$ cat src/rtl/uart_rx_byte_pkg.sv
// Shared types and constants for the byte-wide UART receiver.
// Holds the FSM state encoding, data width and the bit-period helper.
package uart_rx_byte_pkg;

    localparam int DATA_BITS  = 8;
    localparam int BAUD_CNT_W = 16;

    typedef enum logic [2:0] {
        ST_WAIT_IDLE = 3'd0,
        ST_IDLE      = 3'd1,
        ST_START     = 3'd2,
        ST_DATA      = 3'd3,
        ST_PARITY    = 3'd4,
        ST_STOP      = 3'd5
    } rx_state_t;

    function automatic int clks_per_bit(input int clk_freq, input int baud);
        return clk_freq / baud;
    endfunction

endpackage

$ cat src/rtl/uart_baud_cnt.sv
// Bit-period timer for the UART receiver: free-running 16-bit counter
// with half-bit and full-bit ticks, restarted from zero by clear.
module uart_baud_cnt
    import uart_rx_byte_pkg::*;
#(
    parameter int CLKS_PER_BIT = 5208
) (
    input  logic clk,
    input  logic rst_n,
    input  logic clear,
    output logic half_tick,
    output logic full_tick
);

    localparam logic [BAUD_CNT_W-1:0] HALF_TC = BAUD_CNT_W'(CLKS_PER_BIT / 2 - 1);
    localparam logic [BAUD_CNT_W-1:0] FULL_TC = BAUD_CNT_W'(CLKS_PER_BIT - 1);

    logic [BAUD_CNT_W-1:0] cnt;

    always_ff @(posedge clk) begin
        if (!rst_n || clear) begin
            cnt <= '0;
        end else if (cnt == FULL_TC) begin
            cnt <= '0;
        end else begin
            cnt <= cnt + 1'b1;
        end
    end

    assign half_tick = (cnt == HALF_TC);
    assign full_tick = (cnt == FULL_TC);

endmodule

$ cat src/rtl/uart_rx_byte.sv
// 8N1 UART receiver with mid-bit sampling, framing check and bad-byte suppression.
// Optional parity (8E1/8O1) is built in when UART_RX_PARITY_EN is defined.
//
//  state     | meaning
//  ----------+-----------------------------------------------------------
//  WAIT_IDLE | line must read high for one full bit period before arming
//  IDLE      | armed, waiting for a falling edge on the synchronized line
//  START     | confirm start bit at its midpoint, reject short glitches
//  DATA      | sample 8 data bits, LSB first, one bit period apart
//  PARITY    | sample and check the parity bit (parity build only)
//  STOP      | sample stop bit, publish byte or flag the error
module uart_rx_byte
    import uart_rx_byte_pkg::*;
#(
    parameter int CLK_FREQ = 50_000_000,
    parameter int BAUD     = 9600
`ifdef UART_RX_PARITY_EN
    ,
    parameter bit PARITY_ODD = 1'b0
`endif
) (
    input  logic       clk,
    input  logic       rst_n,
    input  logic       rxd,
    output logic [7:0] rx_data,
    output logic       rx_valid,
    output logic       frame_err,
    output logic       parity_err,
    output logic       rx_busy
);

    localparam int CLKS_PER_BIT = clks_per_bit(CLK_FREQ, BAUD);
    localparam logic [2:0] LAST_BIT = 3'(DATA_BITS - 1);

    rx_state_t            state;
    logic                 rxd_meta;
    logic                 rxd_s;
    logic                 rxd_s_d;
    logic                 rxd_fall;
    logic [2:0]           bit_cnt;
    logic [DATA_BITS-1:0] shift;
    logic                 baud_clear;
    logic                 half_tick;
    logic                 full_tick;
`ifdef UART_RX_PARITY_EN
    logic                 parity_bad;
`endif

    always_ff @(posedge clk) begin
        if (!rst_n) begin
            rxd_meta <= 1'b1;
            rxd_s    <= 1'b1;
            rxd_s_d  <= 1'b1;
        end else begin
            rxd_meta <= rxd;
            rxd_s    <= rxd_meta;
            rxd_s_d  <= rxd_s;
        end
    end

    assign rxd_fall = rxd_s_d & ~rxd_s;

    // The timer is re-zeroed at the start edge and again at the start midpoint,
    // so every later full tick lands in the middle of a bit.
    always_comb begin
        baud_clear = 1'b0;
        case (state)
            ST_WAIT_IDLE: baud_clear = ~rxd_s;
            ST_IDLE:      baud_clear = 1'b1;
            ST_START:     baud_clear = half_tick;
            default:      baud_clear = 1'b0;
        endcase
    end

    uart_baud_cnt #(
        .CLKS_PER_BIT(CLKS_PER_BIT)
    ) u_baud_cnt (
        .clk       (clk),
        .rst_n     (rst_n),
        .clear     (baud_clear),
        .half_tick (half_tick),
        .full_tick (full_tick)
    );

    always_ff @(posedge clk) begin
        if (!rst_n) begin
            state     <= ST_WAIT_IDLE;
            bit_cnt   <= '0;
            shift     <= '0;
            rx_data   <= 8'h00;
            rx_valid  <= 1'b0;
            frame_err <= 1'b0;
            rx_busy   <= 1'b0;
`ifdef UART_RX_PARITY_EN
            parity_err <= 1'b0;
            parity_bad <= 1'b0;
`endif
        end else begin
            rx_valid  <= 1'b0;
            frame_err <= 1'b0;
`ifdef UART_RX_PARITY_EN
            parity_err <= 1'b0;
`endif
            case (state)
                ST_WAIT_IDLE: begin
                    if (rxd_s && full_tick) begin
                        state <= ST_IDLE;
                    end
                end
                ST_IDLE: begin
                    if (rxd_fall) begin
                        state <= ST_START;
                    end
                end
                ST_START: begin
                    if (half_tick) begin
                        if (!rxd_s) begin
                            state   <= ST_DATA;
                            rx_busy <= 1'b1;
                            bit_cnt <= '0;
                        end else begin
                            state <= ST_IDLE;
                        end
                    end
                end
                ST_DATA: begin
                    if (full_tick) begin
                        shift <= {rxd_s, shift[DATA_BITS-1:1]};
                        if (bit_cnt == LAST_BIT) begin
                            bit_cnt <= '0;
`ifdef UART_RX_PARITY_EN
                            state <= ST_PARITY;
`else
                            state <= ST_STOP;
`endif
                        end else begin
                            bit_cnt <= bit_cnt + 1'b1;
                        end
                    end
                end
`ifdef UART_RX_PARITY_EN
                ST_PARITY: begin
                    if (full_tick) begin
                        parity_bad <= rxd_s ^ (^shift) ^ PARITY_ODD;
                        state      <= ST_STOP;
                    end
                end
`endif
                ST_STOP: begin
                    if (full_tick) begin
                        rx_busy <= 1'b0;
                        // A low stop bit may be a break; re-qualify the idle line first.
                        if (!rxd_s) begin
                            frame_err <= 1'b1;
                            state     <= ST_WAIT_IDLE;
`ifdef UART_RX_PARITY_EN
                        end else if (parity_bad) begin
                            parity_err <= 1'b1;
                            state      <= ST_IDLE;
`endif
                        end else begin
                            rx_data  <= shift;
                            rx_valid <= 1'b1;
                            state    <= ST_IDLE;
                        end
                    end
                end
                default: state <= ST_WAIT_IDLE;
            endcase
        end
    end

`ifndef UART_RX_PARITY_EN
    assign parity_err = 1'b0;
`endif

endmodule
$ cat config.mk
export PLATFORM = sky130hd
export DESIGN_NAME = uart_rx_byte
export DESIGN_NICKNAME = d
export VERILOG_FILES = /design/src/rtl/uart_rx_byte_pkg.sv /design/src/rtl/uart_baud_cnt.sv /design/src/rtl/uart_rx_byte.sv
export SDC_FILE = /design/constraint.sdc
export NUM_CORES = 1
export LEC_CHECK = 0
export ABC_AREA = 1
export CAP_MARGIN = 15
export CORE_MARGIN = 1.5
export CORE_UTILIZATION = 25
export DETAILED_ROUTE_END_ITERATION = 7
export SLEW_MARGIN = 20
export SYNTH_ARGS = -nofsm -noshare
export SYNTH_HDL_FRONTEND = slang
export SYNTH_SLANG_ARGS = --single-unit
$ cat constraint.sdc
create_clock -name clk -period 3.4 [get_ports clk]
set_input_delay 0.85 -clock clk [delete_from_list [all_inputs] [get_ports clk]]
set_output_delay 0.85 -clock clk [all_outputs]
set_load 0.05 [all_outputs]
==> metrics.cfg <==
[route]
route.detailed.drc=0
antenna_left=0
drt_iter0_markers=59
vias_per_cell=4.26
vias=1683
dr.pass1.iters=4
wl_per_cell_um=10.1
postRouteWirelength_um=3990

[setup_path]
worst_path_max_delay_cell=clkdlybuf4s50_1
crit_type=reg -> out
cp_max_fo=2
path_cells=clkdlybuf4s50_1
cp_num_buf_inv=1
cp-start-kind=flip-flop
cpPeakStageDelay_ns=0.82
cp_top_family=buffers and inverters
rrSetupSlack_ns=1.56
required_ns=2.55
cp.arrival_ns=1.47
cp-end-kind=primary output

[sta]
rsz0062_at_grt=no
slew_violations=0
setup_viol=0
finalClockSkew_ns=0.00783
period_needed_ns=2.32
hold_viol_final=0
setup_tns_ns=0
tightest_slew_ns=0.499
relSlewSlack_pct=66.6
setup_ws_ns=1.08
fmax_mhz=431
period_share_pct=68.2

[hold_path]
hold_path.class=reg -> reg

[place]
dp_slack_ns=1.00
finalWeightedCongestion=0.823
dp_hpwl_um=2840
numPortBuffers=13

[yosys]
synth_top_cell_by_area=dfxtp_1
synth_common_cells=dfxtp_1 (44), nor2_1 (42), nand2_1 (41), inv_1 (37), a21oi_1 (23)
syn_inst=277
synth_warnings=0
async_reset_ff_share_pct=0
synth-edff-count=0
synth.area.top_cells=dfxtp_1 (43%), nor2_1 (7.7%), nand2_1 (7.6%), inv_1 (6.8%), a21oi_1 (5.7%)
syn_nets=283
ys_seq_area_share_pct=43.3
ys_ff_latch=44
synth.distinct_cells=32
synth.most_common_cell=dfxtp_1
synth_area_per_cell_um2=7.34
syn-cell-area_mm2=0.00203
synth_top_area_share_pct=43.3
synth_ff_type=dfxtp_1

[grt]
grt_pass1_vias=1618
grt_pass1_wl_um=7160
grtUsageTotal_pct=10.2
globalRoute.totalOverflow=0
antenna_found_initial=0
grt_max_degree=26

[floorplan]
start_util_pct=26.1
die_h_um=93.2
rows=32
num_io_pins=15
dieArea_mm2=0.00869
coreArea_mm2=0.00781
dieWidth_um=93.2

[clocking]
tritoncts.num_buffers=5
htreeDepth=2
clkTransAtPathRegs_ns=0.09
cts_hold_buf=0
cts-root-buf=clkbuf_8
post_cts_resized=0
tritoncts=done
numClockSinks=44
clock_tree.buffer_depth=2
clk_latency_ns=0.30
cts_setup_buffers=0

[final_layout]
multi_input_area_um2=948
fillers=838
nets=298
register_area_um2=881
antenna_cells=0
synthToLayoutAreaGrowth_pct=16.2
drive_above_1_share_pct=9.90

[power]
cellPowerDensity_mw_per_mm2=406
peakVddDrop_mv=0.215
leakagePower_nw=0.891

[status]
status=finished, final reports clean

[job]
cap_violations=0

-- placed cells by master, fill, tap and decap left out, drive strengths merged, types with 3 or more instances in the layout --
master and n:
ha 3, or2 4, clkbuf 5, a21oi 25
nor3 8, o21ai 23, inv 41, clkdlybuf4s50 13
xor2 3, nand3 12, dfxtp 44, nand2 45
nor2 48, nand4 8
-- cells by family after synthesis --
kind of cell / count (synthesis) / synth area share, %
compound gates: 50 / 13.6
xor+xnor: 4 / 1.72
fa+ha+maj: 3 / 1.85
buf+inv: 47 / 10.1
flops: 44 / 43.3
other cells: 1 / 0.184
simple gates: 128 / 29.3
-- routing by layer --
layer	track usage [%]	up-vias	share of wire (%)
li1	-	914	-
met1	13.4	739	53
met2	16.2	25	42
met3	2.28	5	3.2
met4	3.66	0	1.6
met5	0	-	0
-- cell type report --
type / count / area share (%)
flip-flops and latches: 44 / 37.2
repair buffers: 14 / 5.82
well taps: 102 / 5.40
multi-input cells: 186 / 40.1
clock buffers: 5 / 2.91
inverters: 41 / 6.56
clock inverters: 3 / 1.96
-- per-stage QoR --
step	instance area [um2]	instances	util (%)	hold slack, ns	power, mW
2_1_floorplan	2030	277	-	0.393	0.553
3_3_place_gp	2250	387	28.8	0.394	0.558
3_5_place_dp	2250	387	28.8	0.400	0.559
4_1_cts	2360	395	30.3	0.433	0.972
5_1_grt	2360	395	30.3	0.457	0.990
6_report	2360	395	30.3	0.429	0.960
-- worst paths after layout --
check | start | end | cells after the start
worst max register to register | u_baud_cnt.cnt[0] | bit_cnt[0] | 12
worst min-delay path | rxd_meta | rxd_s | 1
worst max-delay path | rx_busy | rx_busy | 1
worst min register to register | rxd_meta | rxd_s | 1
-- sequential cells by signal, summed over array words and instances (netlist names) --
name / count
u_baud_cnt.cnt: 16
rx_data: 8
shift: 8
bit_cnt: 3
state: 3
frame_err: 1
rx_busy: 1
rx_valid: 1
rxd_meta: 1
rxd_s: 1
rxd_s_d: 1
-- power by group --
group / internal [mW] / switching [mW]
logic: 0.00835 / 0.0159
registers: 0.519 / 0.00289
clock network: 0.221 / 0.192
No activity file was read; power rests on OpenSTA's default activity.
